[src/rtl/pipe_pkg.sv]
// Shared pipeline definitions for the ID/EX boundary: default widths,
// operand forwarding select encodings and the load-use FSM state type.
package pipe_pkg;

    localparam int DATA_W = 32;
    localparam int REG_AW = 5;
    localparam int CTRL_W = 8;

    // Operand source selects driven by the decode-stage forwarding unit.
    // Encoding 3 is reserved and falls back to the register file value.
    localparam logic [1:0] FWD_REG = 2'd0;
    localparam logic [1:0] FWD_W   = 2'd1;
    localparam logic [1:0] FWD_M   = 2'd2;

    // RUN: normal issue. LU_M: the producing load sits in MEM, where
    // aluOutM still holds its address rather than the loaded data.
    typedef enum logic {
        RUN  = 1'b0,
        LU_M = 1'b1
    } lu_state_t;

endpackage

[src/rtl/load_use_fsm.sv]
// Load-use hazard detector. A load in EX whose destination feeds the
// instruction in decode holds decode for two cycles, so the consumer
// enters EX only once the load result is available on resultW.
module load_use_fsm
    import pipe_pkg::*;
#(
    parameter int REG_AW = pipe_pkg::REG_AW
) (
    input  logic              clk,
    input  logic              rst_n,
    input  logic              validD,
    input  logic [REG_AW-1:0] rsD,
    input  logic [REG_AW-1:0] rtD,
    input  logic              usesRtD,
    input  logic              validE,
    input  logic              memReadE,
    input  logic [REG_AW-1:0] rtE,
    output logic              stallD
);

    lu_state_t state;
    logic      hzd;

    // Hazard when a valid load in EX writes a nonzero register that the
    // valid decode instruction reads; rt only counts when it is a source.
    always_comb begin
        hzd = validD & validE & memReadE & (rtE != '0) &
              ((rtE == rsD) | (usesRtD & (rtE == rtD)));
    end

    // Stall request: detected hazard in RUN, any valid decode slot in
    // LU_M; never while reset is asserted.
    always_comb begin
        stallD = 1'b0;
        if (rst_n) begin
            stallD = (state == RUN) ? hzd : validD;
        end
    end

    // State register: one extra cycle in LU_M after each detected hazard.
    // A flush does not affect the sequence.
    always_ff @(posedge clk) begin
        if (!rst_n) begin
            state <= RUN;
        end else begin
            case (state)
                RUN:     if (hzd) state <= LU_M;
                LU_M:    state <= RUN;
                default: state <= RUN;
            endcase
        end
    end

endmodule

[src/rtl/id_ex_stage.sv]
// ID/EX pipeline boundary: resolves forwarded operands in decode,
// registers the instruction into EX and inserts bubbles on flush or on
// a load-use stall.
// Optional build macro STALL_CNT_EN adds a 32-bit wrapping counter of
// stalled decode cycles on output stallCntE.
module id_ex_stage #(
    parameter int DATA_W = pipe_pkg::DATA_W,
    parameter int REG_AW = pipe_pkg::REG_AW,
    parameter int CTRL_W = pipe_pkg::CTRL_W
) (
    input  logic              clk,
    input  logic              rst_n,
    input  logic              validD,
    input  logic [REG_AW-1:0] rsD,
    input  logic [REG_AW-1:0] rtD,
    input  logic [REG_AW-1:0] rdD,
    input  logic              usesRtD,
    input  logic              memReadD,
    input  logic [DATA_W-1:0] rd1D,
    input  logic [DATA_W-1:0] rd2D,
    input  logic [DATA_W-1:0] immD,
    input  logic [CTRL_W-1:0] ctrlD,
    input  logic [1:0]        forwardingA,
    input  logic [1:0]        forwardingB,
    input  logic [DATA_W-1:0] aluOutM,
    input  logic [DATA_W-1:0] resultW,
    input  logic              flushE,
    output logic              stallD,
    output logic              validE,
    output logic [DATA_W-1:0] srcAE,
    output logic [DATA_W-1:0] srcBE,
    output logic [DATA_W-1:0] immE,
    output logic [REG_AW-1:0] rsE,
    output logic [REG_AW-1:0] rtE,
    output logic [REG_AW-1:0] rdE,
    output logic [CTRL_W-1:0] ctrlE,
    output logic              memReadE
`ifdef STALL_CNT_EN
    ,
    output logic [31:0]       stallCntE
`endif
);

    import pipe_pkg::*;

    logic [DATA_W-1:0] fwdA;
    logic [DATA_W-1:0] fwdB;

    // Reserved select 3 behaves like the register file path.
    function automatic logic [DATA_W-1:0] fwd_sel(
        input logic [1:0]        sel,
        input logic [DATA_W-1:0] reg_val,
        input logic [DATA_W-1:0] w_val,
        input logic [DATA_W-1:0] m_val
    );
        case (sel)
            FWD_W:   return w_val;
            FWD_M:   return m_val;
            default: return reg_val;
        endcase
    endfunction

    // Decode-side operand resolution from the forwarding selects.
    always_comb begin
        fwdA = fwd_sel(forwardingA, rd1D, resultW, aluOutM);
        fwdB = fwd_sel(forwardingB, rd2D, resultW, aluOutM);
    end

    load_use_fsm #(
        .REG_AW (REG_AW)
    ) u_load_use_fsm (
        .clk      (clk),
        .rst_n    (rst_n),
        .validD   (validD),
        .rsD      (rsD),
        .rtD      (rtD),
        .usesRtD  (usesRtD),
        .validE   (validE),
        .memReadE (memReadE),
        .rtE      (rtE),
        .stallD   (stallD)
    );

    // EX capture: reset, then bubble on flush/stall, else load decode.
    // Bubble data fields are zeroed so EX never sees stale operands.
    always_ff @(posedge clk) begin
        if (!rst_n) begin
            validE   <= 1'b0;
            memReadE <= 1'b0;
            ctrlE    <= '0;
            rsE      <= '0;
            rtE      <= '0;
            rdE      <= '0;
            srcAE    <= '0;
            srcBE    <= '0;
            immE     <= '0;
        end else if (flushE || stallD) begin
            validE   <= 1'b0;
            memReadE <= 1'b0;
            ctrlE    <= '0;
            rsE      <= '0;
            rtE      <= '0;
            rdE      <= '0;
            srcAE    <= '0;
            srcBE    <= '0;
            immE     <= '0;
        end else begin
            validE   <= validD;
            memReadE <= memReadD & validD;
            ctrlE    <= ctrlD;
            rsE      <= rsD;
            rtE      <= rtD;
            rdE      <= rdD;
            srcAE    <= fwdA;
            srcBE    <= fwdB;
            immE     <= immD;
        end
    end

`ifdef STALL_CNT_EN
    logic [31:0] stall_cnt;

    // Counts every cycle decode is held; wraps naturally at 2^32.
    always_ff @(posedge clk) begin
        if (!rst_n) begin
            stall_cnt <= '0;
        end else if (stallD) begin
            stall_cnt <= stall_cnt + 32'd1;
        end
    end

    assign stallCntE = stall_cnt;
`endif

endmodule

[config.mk]
export PLATFORM = sky130hd
export DESIGN_NAME = id_ex_stage
export DESIGN_NICKNAME = d
export VERILOG_FILES = /design/src/rtl/pipe_pkg.sv /design/src/rtl/load_use_fsm.sv /design/src/rtl/id_ex_stage.sv
export SDC_FILE = /design/constraint.sdc
export NUM_CORES = 1
export LEC_CHECK = 0
export CAP_MARGIN = 30
export CORE_AREA = 2 2 121 123
export DETAILED_ROUTE_END_ITERATION = 8
export DIE_AREA = 0 0 123 125
export DONT_BUFFER_PORTS = 1
export MAX_ROUTING_LAYER = met4
export PLACE_DENSITY = 0.54
export SLEW_MARGIN = 20
export SYNTH_ARGS = -nofsm -noshare
export SYNTH_HDL_FRONTEND = slang
export SYNTH_SLANG_ARGS = --single-unit
[constraint.sdc]
create_clock -name clk -period 1.9 [get_ports clk]
set_input_delay 0.57 -clock clk [delete_from_list [all_inputs] [get_ports clk]]
set_output_delay 0.57 -clock clk [all_outputs]
set_load 0.005 [all_outputs]
* After elaboration in Yosys (flattened, before gate mapping)
Index checks and enable logic that the tools add are counted.
** Storage, ports and cells
- Logic and storage cells :: 34
- Output and inout port bits :: 122
- Input bits :: 193
- Register bits after elaboration :: 122
** Operators by class
- Reductions and logical operators :: 3
- Bitwise gates (word level) :: 9
- Eq/ne operators :: 6
- Mux-type cells :: 6
** Operator list (count)
- 32-bit case mux with 2 select lines :: 2
- 5-bit equality test :: 2
- 1-bit AND :: 6
- 5-bit nonzero test :: 1
- 2-bit by 1-bit equality test with 1-bit output, second input constant :: 2
- 2-bit equality test, second input constant :: 2
- 1-bit 2-to-1 mux :: 3
- 1-bit NOT :: 2
- 1-bit case mux with 2 select lines :: 1
- 2-bit OR reduction :: 1
- 1-bit logical OR :: 1
- 1-bit OR :: 1

* Depth between registers and ports, before layout
Gate-level depths: netlist of run 1.
- Word-level depth :: 8
- Gate-level depth with buffers :: 7
- Mapped depth without buffers :: 6

* By module
A second synthesis of run 1 with hierarchy kept.
** Second synthesis, totals
- Cells, all modules :: 440
- Area, all modules :: 4576.9 µm²
** By module, submodules not included
- id_ex_stage :: cells an instance 419, area each 4390.5 µm², instances 1, seq. area each 2422.3 µm²
- load_use_fsm :: cells an instance 21, area each 186.4 µm², instances 1, seq. area each 20.0 µm²

* Worst setup path before layout of run 1
OpenSTA, ideal clock, no wires.
- Path kind :: input -> output
- Start point :: input rsD[4]
- End point :: output stallD
- Required time :: 1.330 ns
- Cell stages on the path :: 6
- Setup slack :: -0.001 ns
- Data arrival time :: 1.331 ns
- Path buffers :: 1
- Cell sequence :: xnor2_1 nand3_1 o22ai_2 nand3_2 clkbuf_1 nand2_1
** On the way
- Longest elaborated chain between the ends :: 5
** RTL lines
- start, declared :: line id_ex_stage.sv:14 : input logic [REG_AW-1:0] rsD,
- 5-bit equality test :: line load_use_fsm.sv:28 : ((rtE == rsD) | (usesRtD & (rtE == rtD)));
- 1-bit OR :: line load_use_fsm.sv:28
- 1-bit AND :: line load_use_fsm.sv:27 : hzd = validD & validE & memReadE & (rtE != '0) &
- 1-bit 2-to-1 mux :: line load_use_fsm.sv:36 : stallD = (state == RUN) ? hzd : validD;
- 1-bit 2-to-1 mux :: line load_use_fsm.sv:35 : if (rst_n) begin
- end, declared :: line id_ex_stage.sv:28 : output logic stallD,
No other way between the ends.

* Worst setup path after layout of run 1
- Start point :: register rtE[2]
- End point :: output stallD
** On the way
- Longest elaborated chain between the ends :: 6
- Elaborated cells between the ends (all ways) :: 9
- Classes of those cells :: eq/ne: 2; mux: 2; bitwise: 4; reduce/logical: 1
** RTL lines
- start, declared :: line id_ex_stage.sv:34 : output logic [REG_AW-1:0] rtE,
- start signal, assigned :: line id_ex_stage.sv:112 : rtE <= rtD;
- 5-bit equality test :: line load_use_fsm.sv:28
- 1-bit AND :: line load_use_fsm.sv:28
- 1-bit OR :: line load_use_fsm.sv:28
- 1-bit AND (*) :: line load_use_fsm.sv:27
- 1-bit 2-to-1 mux (*) :: line load_use_fsm.sv:36
- 1-bit 2-to-1 mux (*) :: line load_use_fsm.sv:35
Every way passes the cells marked *; elsewhere a longest branch is shown, timed or not.

==> results of run 1 <==
## stage by stage
step,TNS [ns],instance area (sq um),std cells
after floorplan,0,4560,516
after global placement,-0.0545,4820,676
after detailed placement,-0.0166,4820,676
after CTS,-0.191,5430,710
after global routing,-0.272,5440,711
final,-0.164,5440,711
## per-layer routing
layer,wire length [microns],vias to the layer above,global-route usage
met5,0,-,-
met4,229,0,0.0615
met3,2040,17,0.0981
met2,7150,237,0.305
met1,4880,1737,0.190
li1,-,1784,-
## worst max-delay path, delay by kind of cell, from the launching register on
family / cells / cell delay, ns
AO/OA/AOI/OAI: 1 / 0.17
XOR/XNOR: 1 / 0.13
buffers and inverters: 1 / 0.10
flip-flops: 1 / 0.38
AND/OR/NAND/NOR: 3 / 0.30
## worst max path at each step
stage / start / endpoint / slack, ns / cells after the start
floorplan: rsD[4] / stallD / 0.02 / 6
global placement: rsD[0] / stallD / -0.05 / 6
detailed placement: rsD[0] / stallD / -0.02 / 6
CTS: rtE[1] / stallD / -0.19 / 6
global route: rtE[1] / stallD / -0.27 / 6
finish: rtE[2] / stallD / -0.16 / 6
## final cells by class
cell class	instances	area (sq um)	share of cell area
repair buffers	22	256	0.0471
diodes	1	2.50	0.000460
clock inverters	14	98.8	0.0182
flip-flops and latches	122	2460	0.451
inverters	5	18.8	0.00345
clock buffers	18	439	0.0807
multi-input cells	345	1940	0.356
well taps	184	230	0.0423
## synth_stat cells
library cell and instances:
sky130_fd_sc_hd__a21oi_1 64, sky130_fd_sc_hd__a22oi_1 64, sky130_fd_sc_hd__a311o_1 1, sky130_fd_sc_hd__and3_1 56, sky130_fd_sc_hd__and3b_1 1, sky130_fd_sc_hd__and4b_1 1
sky130_fd_sc_hd__buf_1 5, sky130_fd_sc_hd__buf_6 7, sky130_fd_sc_hd__clkbuf_1 30, sky130_fd_sc_hd__clkbuf_2 2, sky130_fd_sc_hd__dfxtp_1 122, sky130_fd_sc_hd__ha_1 4
sky130_fd_sc_hd__inv_1 5, sky130_fd_sc_hd__nand2_1 7, sky130_fd_sc_hd__nand3_1 2, sky130_fd_sc_hd__nand3_2 1, sky130_fd_sc_hd__nand4_1 1, sky130_fd_sc_hd__nor2_1 131
sky130_fd_sc_hd__nor3_1 1, sky130_fd_sc_hd__o22ai_2 1, sky130_fd_sc_hd__xnor2_1 10
## state kept, by name (all words and copies together) (netlist names)
| signal | count |
|---|---|
| validE | 1 |
| srcBE | 32 |
| rsE | 5 |
| rtE | 5 |
| srcAE | 32 |
| ctrlE | 8 |
| rdE | 5 |
| u_load_use_fsm.state | 1 |
| immE | 32 |
| memReadE | 1 |
## power by group
part	total [mW]	switching [mW]	internal, mW
registers	2.74	0.0675	2.67
logic	0.540	0.302	0.237
clock network	2.87	1.17	1.70
total	6.15	1.54	4.61
## what timing repair did
action,4_1_cts,5_1_grt
setup buffers,2,0
setup endpoints to repair,1,1
resized for setup,15,1
pin swaps,11,0
## cells by family (layout without fill, tap and decap cells)
| kind of cell | count (synthesis) | in the layout | share of synthesized area |
|---|---|---|---|
| AND/OR/NAND/NOR | 201 | 201 | 0.201 |
| AO/OA/AOI/OAI | 130 | 130 | 0.181 |
| flip-flops | 122 | 122 | 0.536 |
| buffers and inverters | 49 | 59 | 0.0524 |
| XOR/XNOR | 10 | 10 | 0.0192 |
| adder cells (fa/ha/maj) | 4 | 4 | 0.0110 |
| other | 0 | 1 | 0 |
==> metrics.log, run 1 <==
[metrics] outcome: finished, violations left
[metrics] violations in the final reports: setup timing
[metrics] die outline height: 125 microns
[metrics] commonest non-fill, non-tap cell in the layout: sky130_fd_sc_hd__nor2_1
[metrics] net total in the final layout: 710
[metrics] detailed-routing iteration count for the pre-antenna-repair pass: 4
[metrics] clock sinks: 122
[metrics] residual DRC count: 0
[metrics] violation count after the first detailed-routing iteration: 206
[metrics] later-pin clock latency in the skew report: 0.41 ns
[metrics] total count of hold-check failures in the final report: 0
[metrics] net count after synthesis: 713
[metrics] Pins Over Slew Limit: 0
[metrics] portion of the post-synthesis area used by sequential elements: 0.536
[metrics] synth unique cells: 21
[metrics] area of the mapped netlist: 4560 sq um
[metrics] weighted congestion at the end of routability-driven global placement: 0.793
[metrics] num rows: 44
[metrics] Clock H-tree levels: 4
[metrics] global route total overflow: 0
[metrics] area delta synth->final: 19.3%
[metrics] TritonCTS buffer count: 17
[metrics] number of fillers in the final layout: 1408
[metrics] number of antenna violations at the first check in global routing: 1
[metrics] area fraction of the dominant cell type after synthesis: 0.536
[metrics] endpoint of the worst hold-timing path: srcBE[0]
[metrics] startpoint of the lowest-slack hold path: rd2D[0]
[metrics] Ports: 315
[metrics] Port Buffer Count: 0
[metrics] area of the die: 15400 sq um
[metrics] number of global-route vias before repair: 3627
[metrics] core area: 14200 sq um
[metrics] vias post-DR: 3775
[metrics] Leak: 2.31 nW
[metrics] setup-violating endpoint count in the final report: 1
[metrics] post-place setup slack: -0.0166 ns
[metrics] CTS tree: built
[metrics] Register-to-Register Setup Slack: 0.19 ns
[metrics] hold-fix buffers at CTS: 0
[metrics] most used cells in the layout excluding fill and tap cells: sky130_fd_sc_hd__nor2_1, sky130_fd_sc_hd__dfxtp_1, sky130_fd_sc_hd__a22oi_1, sky130_fd_sc_hd__a21oi_1, sky130_fd_sc_hd__and3_1
[metrics] Slew HR: 0.527
[metrics] Hold Worst Slack: 0.304 ns
[metrics] first-pass GRT wire length: 20500 microns
[metrics] Synth area leaders: sky130_fd_sc_hd__dfxtp_1, sky130_fd_sc_hd__nor2_1, sky130_fd_sc_hd__a22oi_1, sky130_fd_sc_hd__and3_1, sky130_fd_sc_hd__a21oi_1
[metrics] number of warnings issued by yosys: 0
[metrics] wire length reported by the detailed router: 14300 microns
[metrics] detailed-route vias per instance: 5.31
[metrics] Cells on Worst Hold Path: 2
[metrics] wire per inst: 20.1 microns
[metrics] number of cells on the worst reg-to-reg path: 7
[metrics] Detailed Place HPWL: 10800 microns
[metrics] cell at the root of the clock tree: sky130_fd_sc_hd__clkbuf_16
[metrics] Final Worst Setup Slack: -0.164 ns
[metrics] starting utilization of the core area: 0.321
[metrics] Worst path max stage delay: 0.38 ns
[metrics] global-route total usage across every layer: 0.186
[metrics] CP required: 1.33 ns
[metrics] worst hold path type: input pin to flip-flop
[metrics] core occupancy in the finished layout: 0.383
[metrics] antenna violation net count after detailed routing: 0
[metrics] worst clock skew on the final layout: 0.00850 ns
[metrics] final critical-path share of the clock period: 1.09
[metrics] maximum vdd drop: 0.509 mV
[metrics] largest driver fanout on the critical path: 3
[metrics] data arrival time at the worst-slack endpoint: 1.49 ns
[metrics] transition time at the pin with the least slew margin: 0.709 ns
[metrics] crit start category: flip-flop
[metrics] unrepaired setup endpoints after global routing: true
[metrics] flops & latches, synth: 122
[metrics] CP cell instances: xnor2_1, nand4_1, o22ai_2, nand3_2, nand2_1, buf_6
[metrics] slowest stage cell on the critical path: sky130_fd_sc_hd__dfxtp_2
[metrics] horizontal die dimension: 123 microns
[metrics] total power: 6.15 mW
[metrics] total power divided by cell area: 1130 nW/um^2
[metrics] syn avg cell area: 8.84 sq um
[metrics] capture point of the worst reg-to-reg path: srcAE[0]
[metrics] shortest period the worst path allows: 2.06 ns
[metrics] clock-pin slew of the registers on the worst-case setup and hold paths: 0.06 ns
[metrics] Fmax achieved: 485 MHz
[metrics] Crit Reg-Reg Startpoint: rtE[1]
[metrics] # Max-Cap Violations: 0
[metrics] critical path type: flip-flop to primary output
[metrics] type of destination of the critical path: primary output
[metrics] dominant cell type by area after synthesis: sky130_fd_sc_hd__dfxtp_1
[metrics] number of instances in the synthesized netlist: 516
[metrics] number of buffers between clock root and the deepest sink: 2
[metrics] pin count of the biggest net entering global routing: 59
[metrics] proportion of layout cells with a drive suffix above 1: 0.137
Power figures use the tool's default switching activity.
==> run 2, diff against run 1 <==
Settings changed: SKIP_CTS_REPAIR_TIMING from default to 1.
==> metrics.log, run 2 (synthesis gave the netlist of run 1 again) <==
[metrics] slowest stage cell on the critical path: sky130_fd_sc_hd__dfxtp_4
[metrics] horizontal die dimension: 123 microns (unchanged)
[metrics] total count of hold-check failures in the final report: 0 (unchanged)
[metrics] post-place setup slack: -0.0166 ns (unchanged)
[metrics] cell at the root of the clock tree: sky130_fd_sc_hd__clkbuf_16
[metrics] first-pass GRT wire length: 20400 microns (-0.64%)
[metrics] clock-pin slew of the registers on the worst-case setup and hold paths: 0.06 ns (about the same)
[metrics] outcome: finished, violations left
[metrics] TritonCTS buffer count: 17 (unchanged)
[metrics] Hold Worst Slack: 0.303 ns (-0.000281 ns)
[metrics] antenna violation net count after detailed routing: 0 (unchanged)
[metrics] CTS tree: built
[metrics] total power: 6.14 mW (-0.17%)
[metrics] wire length reported by the detailed router: 14200 microns (-0.45%)
[metrics] num rows: 44 (unchanged)
[metrics] Fmax achieved: 486 MHz (+0.32%)
[metrics] critical path type: flip-flop to primary output
[metrics] Worst setup startpoint: rtE[1]
[metrics] Detailed Place HPWL: 10800 microns (unchanged)
[metrics] maximum vdd drop: 0.508 mV (-0.17%)
[metrics] Clock H-tree levels: 4 (unchanged)
[metrics] number of buffers and inverters on the critical path: 2 (+1)
[metrics] data arrival time at the worst-slack endpoint: 1.49 ns (about the same)
[metrics] worst clock skew on the final layout: 0.00945 ns (+0.000951 ns)
[metrics] global-route total usage across every layer: 0.185 (-0.00109)
[metrics] number of buffers between clock root and the deepest sink: 2 (unchanged)
[metrics] commonest non-fill, non-tap cell in the layout: sky130_fd_sc_hd__nor2_1
[metrics] Cells on Worst Hold Path: 2 (unchanged)
[metrics] setup-violating endpoint count in the final report: 1 (unchanged)
[metrics] residual DRC count: 0 (unchanged)
[metrics] proportion of layout cells with a drive suffix above 1: 0.134 (-0.00329)
[metrics] # Max-Cap Violations: 0 (unchanged)
[metrics] weighted congestion at the end of routability-driven global placement: 0.793 (unchanged)
[metrics] number of global-route vias before repair: 3599 (-0.77%)
[metrics] Slew HR: 0.533 (+0.00566)
[metrics] area of the multi-input gates: 1940 sq um (-0.13%)
[metrics] later-pin clock latency in the skew report: 0.41 ns (about the same)
[metrics] largest driver fanout on the critical path: 3 (unchanged)
[metrics] violations in the final reports: setup timing
[metrics] type of destination of the critical path: primary output
[metrics] Port Buffer Count: 0 (unchanged)
[metrics] die outline height: 125 microns (unchanged)
[metrics] core area: 14200 sq um (unchanged)
[metrics] endpoint of the worst hold-timing path: srcBE[0]
[metrics] CP cell instances: buf_4, nor3_1, nand2_1, nand3_2, nand2_2, buf_6
[metrics] detailed-routing iteration count for the pre-antenna-repair pass: 4 (unchanged)
[metrics] area used by sequential logic in the layout: 2460 sq um (+0.10%)
[metrics] largest registers: immE x32, srcAE x32, srcBE x32
[metrics] Register-to-Register Setup Slack: 0.26 ns (+0.07 ns)
[metrics] shortest period the worst path allows: 2.06 ns (-0.00666 ns)
[metrics] worst hold path type: input pin to flip-flop
[metrics] crit start category: flip-flop
[metrics] detailed-route vias per instance: 5.28 (-0.54%)
[metrics] Crit Reg-Reg Startpoint: rtE[1]
[metrics] CP required: 1.33 ns (about the same)
[metrics] number of antenna violations at the first check in global routing: 1 (unchanged)
[metrics] wire per inst: 20.1 microns (-0.17%)
[metrics] vias post-DR: 3744 (-0.82%)
[metrics] Ports: 315 (unchanged)
[metrics] most used cells in the layout excluding fill and tap cells: sky130_fd_sc_hd__nor2_1, sky130_fd_sc_hd__dfxtp_1, sky130_fd_sc_hd__a22oi_1, sky130_fd_sc_hd__a21oi_1, sky130_fd_sc_hd__and3_1
[metrics] startpoint of the lowest-slack hold path: rd2D[0]
[metrics] Pins Over Slew Limit: 0 (unchanged)
[metrics] unrepaired setup endpoints after global routing: true
[metrics] pin count of the biggest net entering global routing: 59 (unchanged)
[metrics] final critical-path share of the clock period: 1.08 (-0.00350)
[metrics] total power divided by cell area: 1130 nW/um^2 (+0.11%)
[metrics] net total in the final layout: 708 (-0.28%)
[metrics] violation count after the first detailed-routing iteration: 204 (-0.97%)
[metrics] capture point of the worst reg-to-reg path: srcAE[0]
[metrics] area of the die: 15400 sq um (unchanged)
[metrics] clock sinks: 122 (unchanged)
[metrics] number of cells on the worst reg-to-reg path: 6 (-1)
[metrics] number of fillers in the final layout: 1410 (+0.14%)
[metrics] Leak: 2.30 nW (-0.53%)
[metrics] cell family with most CP delay: simple AND/OR/NAND/NOR gates
[metrics] global route total overflow: 0 (unchanged)
[metrics] area delta synth->final: 19.0%
[metrics] starting utilization of the core area: 0.321 (unchanged)
[metrics] transition time at the pin with the least slew margin: 0.701 ns (-0.00849 ns)
[metrics] Worst path max stage delay: 0.36 ns (-0.02 ns)
[metrics] Final Worst Setup Slack: -0.157 ns (+0.00666 ns)
-- run 2: cell types whose count changed in the layout (fill, tap and decap cells not counted), sizes merged --
cell	previous run	this run
buf	22	20
-- run 2: worst max path at each step --
stage                  end  slack [ns]  cells past startpoint
floorplan           stallD        0.02                      6
global placement    stallD       -0.05                      6
detailed placement  stallD       -0.02                      6
CTS                 stallD       -0.28                      6
global route        stallD       -0.26                      6
finish              stallD       -0.16                      6
-- run 2: per-layer routing --
layer	track usage	wire [microns]	part of all wire
met5	-	0	0
met4	0.0615	229	0.016
met3	0.0981	2100	0.15
met2	0.304	7190	0.50
met1	0.188	4730	0.33
-- run 2: worst reg2reg max path, cell delays in order, from the launching register on --
cell	delay (ns)
sky130_fd_sc_hd__dfxtp_4	0.36
sky130_fd_sc_hd__buf_4	0.14
sky130_fd_sc_hd__nor3_1	0.18
sky130_fd_sc_hd__nand2_1	0.13
sky130_fd_sc_hd__a311o_2	0.44
sky130_fd_sc_hd__buf_12	0.18
sky130_fd_sc_hd__nor2_1	0.15
-- run 2: per-stage QoR --
step,TNS [ns],std cells,instance area [sq um],utilization
finish,-0.157,709,5430,0.382
global route,-0.260,709,5430,0.382
CTS,-0.277,708,5360,0.377
detailed placement,-0.0166,676,4820,0.339
global placement,-0.0545,676,4820,0.339
floorplan,0,516,4560,-
-- run 2: area by class of cell --
cell class                      instances  area share
Sequential cell                       122       0.453
Multi-Input combinational cell        345       0.357
Clock buffer                           18      0.0810
Timing Repair Buffer                   20      0.0445
Tap cell                              184      0.0424
Clock inverter                         14      0.0182
Inverter                                5     0.00346
Antenna cell                            1    0.000461
-- run 2: power breakdown --
part	switching [mW]	internal (mW)	leakage, nW
registers	0.0678	2.67	1.00
clock network	1.17	1.70	0.270
logic	0.300	0.233	1.02
total	1.54	4.60	2.30
==> run 3, diff against run 2 <==
Settings changed: CAP_MARGIN 30 to 5, CORE_AREA 2 2 121 123 to 8 8 117 119, DIE_AREA 0 0 123 125 to 0 0 125 127, PLACE_DENSITY 0.54 to 0.61.
==> metrics.log, run 3 (synthesis gave the netlist of run 1 again) <==
[metrics] outcome: finished, violations left
[metrics] violations in the final reports: setup timing
[metrics] Port Buffer Count: 0 (unchanged)
[metrics] wire length reported by the detailed router: 16500 microns (+16%)
[metrics] pin count of the biggest net entering global routing: 59 (unchanged)
[metrics] Fmax achieved: 502 MHz (+3.3%)
[metrics] Cells on Worst Hold Path: 1 (-1)
[metrics] antenna violation net count after detailed routing: 0 (unchanged)
[metrics] # Max-Cap Violations: 0 (unchanged)
[metrics] number of buffers and inverters on the critical path: 0 (-2)
[metrics] transition time at the pin with the least slew margin: 0.670 ns (-0.0308 ns)
[metrics] slowest stage cell on the critical path: sky130_fd_sc_hd__dfxtp_4
[metrics] core area: 11800 sq um (-17%)
[metrics] setup-violating endpoint count in the final report: 1 (unchanged)
[metrics] net total in the final layout: 704 (-0.56%)
[metrics] worst hold path type: input pin to flip-flop
[metrics] clock share of power: 0.506 (+0.039)
[metrics] largest registers: immE x32, srcAE x32, srcBE x32
[metrics] largest driver fanout on the critical path: 4 (+1)
[metrics] global-route total usage across every layer: 0.205 (+0.0200)
[metrics] capturing instance or port of the critical path: stallD
[metrics] weighted congestion at the end of routability-driven global placement: 0.880 (+11%)
[metrics] number of fillers in the final layout: 1126 (-20%)
[metrics] starting utilization of the core area: 0.386 (+0.0650)
[metrics] number of buffers between clock root and the deepest sink: 2 (unchanged)
[metrics] Crit Reg-Reg Startpoint: rtE[4]
[metrics] switching fraction of total power: 0.222 (-0.0286)
[metrics] violation count after the first detailed-routing iteration: 257 (+26%)
[metrics] final critical-path share of the clock period: 1.05 (-0.0351)
[metrics] Internal Power: 5.16 mW (+12%)
[metrics] TritonCTS buffer count: 17 (unchanged)
[metrics] num rows: 40 (-9.1%)
[metrics] Detailed Place HPWL: 12900 microns (+20%)
[metrics] die outline height: 127 microns (+1.6%)
[metrics] later-pin clock latency in the skew report: 0.41 ns (about the same)
[metrics] maximum vdd drop: 0.460 mV (-9.4%)
[metrics] unrepaired setup endpoints after global routing: true
[metrics] Worst path max stage delay: 0.37 ns (about the same)
[metrics] Slew HR: 0.553 (+0.0205)
[metrics] first-pass GRT wire length: 23600 microns (+16%)
[metrics] portion of total power attributed to sequential cells: 0.415 (-0.031)
[metrics] startpoint of the lowest-slack hold path: immD[28]
[metrics] area of the die: 15900 sq um (+3.3%)
[metrics] CP cell instances: xnor2_2, nand4_1, o22ai_2, nand3_2, nand2_2
[metrics] proportion of layout cells with a drive suffix above 1: 0.129 (-0.00474)
[metrics] cell depth of the worst setup path: 5 (-1)
[metrics] number of cells on the worst reg-to-reg path: 8 (+2)
[metrics] Final Worst Setup Slack: -0.0904 ns (+0.0667 ns)
[metrics] Hold Worst Slack: 0.304 ns (+0.00107 ns)
[metrics] Register-to-Register Setup Slack: 0.18 ns (-0.08 ns)
[metrics] wire per inst: 24.7 microns (+23%)
[metrics] number of antenna violations at the first check in global routing: 0 (-1)
[metrics] Worst setup startpoint: rtE[2]
[metrics] total power divided by cell area: 1220 nW/um^2 (+7.6%)
[metrics] detailed-routing iteration count for the pre-antenna-repair pass: 5 (+1)
[metrics] cell family with most CP delay: flip-flops
[metrics] shortest period the worst path allows: 1.99 ns (-0.0667 ns)
[metrics] Ports: 315 (unchanged)
[metrics] clock-pin slew of the registers on the worst-case setup and hold paths: 0.05 ns (about the same)
[metrics] Comb power frac: 0.079 (-0.008)
[metrics] number of global-route vias before repair: 3707 (+3.0%)
[metrics] Clock H-tree levels: 4 (unchanged)
[metrics] detailed-route vias per instance: 5.67 (+7.4%)
[metrics] total count of hold-check failures in the final report: 0 (unchanged)
[metrics] core occupancy in the finished layout: 0.461 (+0.0793)
[metrics] residual DRC count: 0 (unchanged)
[metrics] capture point of the worst reg-to-reg path: srcBE[15]
[metrics] area delta synth->final: 19.5%
[metrics] vias post-DR: 3782 (+1.0%)
[metrics] clock sinks: 122 (unchanged)
[metrics] commonest non-fill, non-tap cell in the layout: sky130_fd_sc_hd__nor2_1
[metrics] antenna diode count: 0 (-1)
[metrics] cell at the root of the clock tree: sky130_fd_sc_hd__clkbuf_16
[metrics] horizontal die dimension: 125 microns (+1.6%)
[metrics] most used cells in the layout excluding fill and tap cells: sky130_fd_sc_hd__nor2_1, sky130_fd_sc_hd__dfxtp_1, sky130_fd_sc_hd__a22oi_1, sky130_fd_sc_hd__a21oi_1, sky130_fd_sc_hd__and3_1
[metrics] global route total overflow: 0 (unchanged)
[metrics] CTS tree: built
[metrics] switching power of the nets: 1.47 mW (-4.3%)
[metrics] critical path type: flip-flop to primary output
[metrics] worst clock skew on the final layout: 0.00588 ns (-0.00357 ns)
[metrics] Pins Over Slew Limit: 0 (unchanged)
[metrics] Leak: 2.33 nW (+1.4%)
[metrics] type of destination of the critical path: primary output
[metrics] data arrival time at the worst-slack endpoint: 1.42 ns (-0.07 ns)
[metrics] CP required: 1.33 ns (about the same)
[metrics] crit start category: flip-flop
[run 3: cell types whose count changed in the layout (fill, tap and decap cells not counted), moves of 2 or more]
cell                        change
sky130_fd_sc_hd__xnor2_2        +2
sky130_fd_sc_hd__bufinv_16      +4
sky130_fd_sc_hd__buf_4          -3
sky130_fd_sc_hd__clkinv_4       -2
sky130_fd_sc_hd__inv_6          -2
sky130_fd_sc_hd__xnor2_1        -2
[run 3: layout make-up]
| cell class | count | area [sq um] | share of cell area |
|---|---|---|---|
| clock buffers | 20 | 457 | 0.0838 |
| clock inverters | 12 | 171 | 0.0315 |
| inverters | 5 | 18.8 | 0.00345 |
| repair buffers | 16 | 208 | 0.0381 |
| multi-input cells | 345 | 1950 | 0.358 |
| flip-flops and latches | 122 | 2460 | 0.451 |
| well taps | 147 | 184 | 0.0338 |
[run 3: worst min path at each step]
stage	to	slack, ns
final	immE[28]	0.30
after global routing	immE[30]	0.28
after detailed placement	validE	0.61
after floorplan	validE	0.57
after global placement	validE	0.59
after CTS	immE[28]	0.28
[run 3: power by group through the flow]
stage,Sequential [mW],Clock [mW],Combinational [mW]
final,2.75,3.36,0.525
after global routing,2.76,3.56,0.587
after CTS,2.76,3.42,0.513
after detailed placement,2.81,0,0.511
after global placement,2.81,0,0.501
after floorplan,2.77,0,0.397
[run 3: through the flow]
step	total power [mW]	instance area, sq um	std cells	setup TNS [ns]	worst slack (ns)
3_5_place_dp	3.32	4720	632	0	0.105
2_1_floorplan	3.17	4560	516	0	0.0194
4_1_cts	6.69	5350	664	-0.224	-0.224
3_3_place_gp	3.31	4720	632	0	0.123
6_report	6.63	5450	667	-0.0904	-0.0904
5_1_grt	6.91	5450	667	-0.158	-0.158
[run 3: routing by layer]
| layer | up-vias | GRT usage | routed length [microns] |
|---|---|---|---|
| met2 | 257 | 0.350 | 8450 |
| li1 | 1774 | - | - |
| met1 | 1722 | 0.189 | 5480 |
| met5 | - | - | 0 |
| met4 | 0 | 0.0766 | 291 |
| met3 | 29 | 0.117 | 2240 |
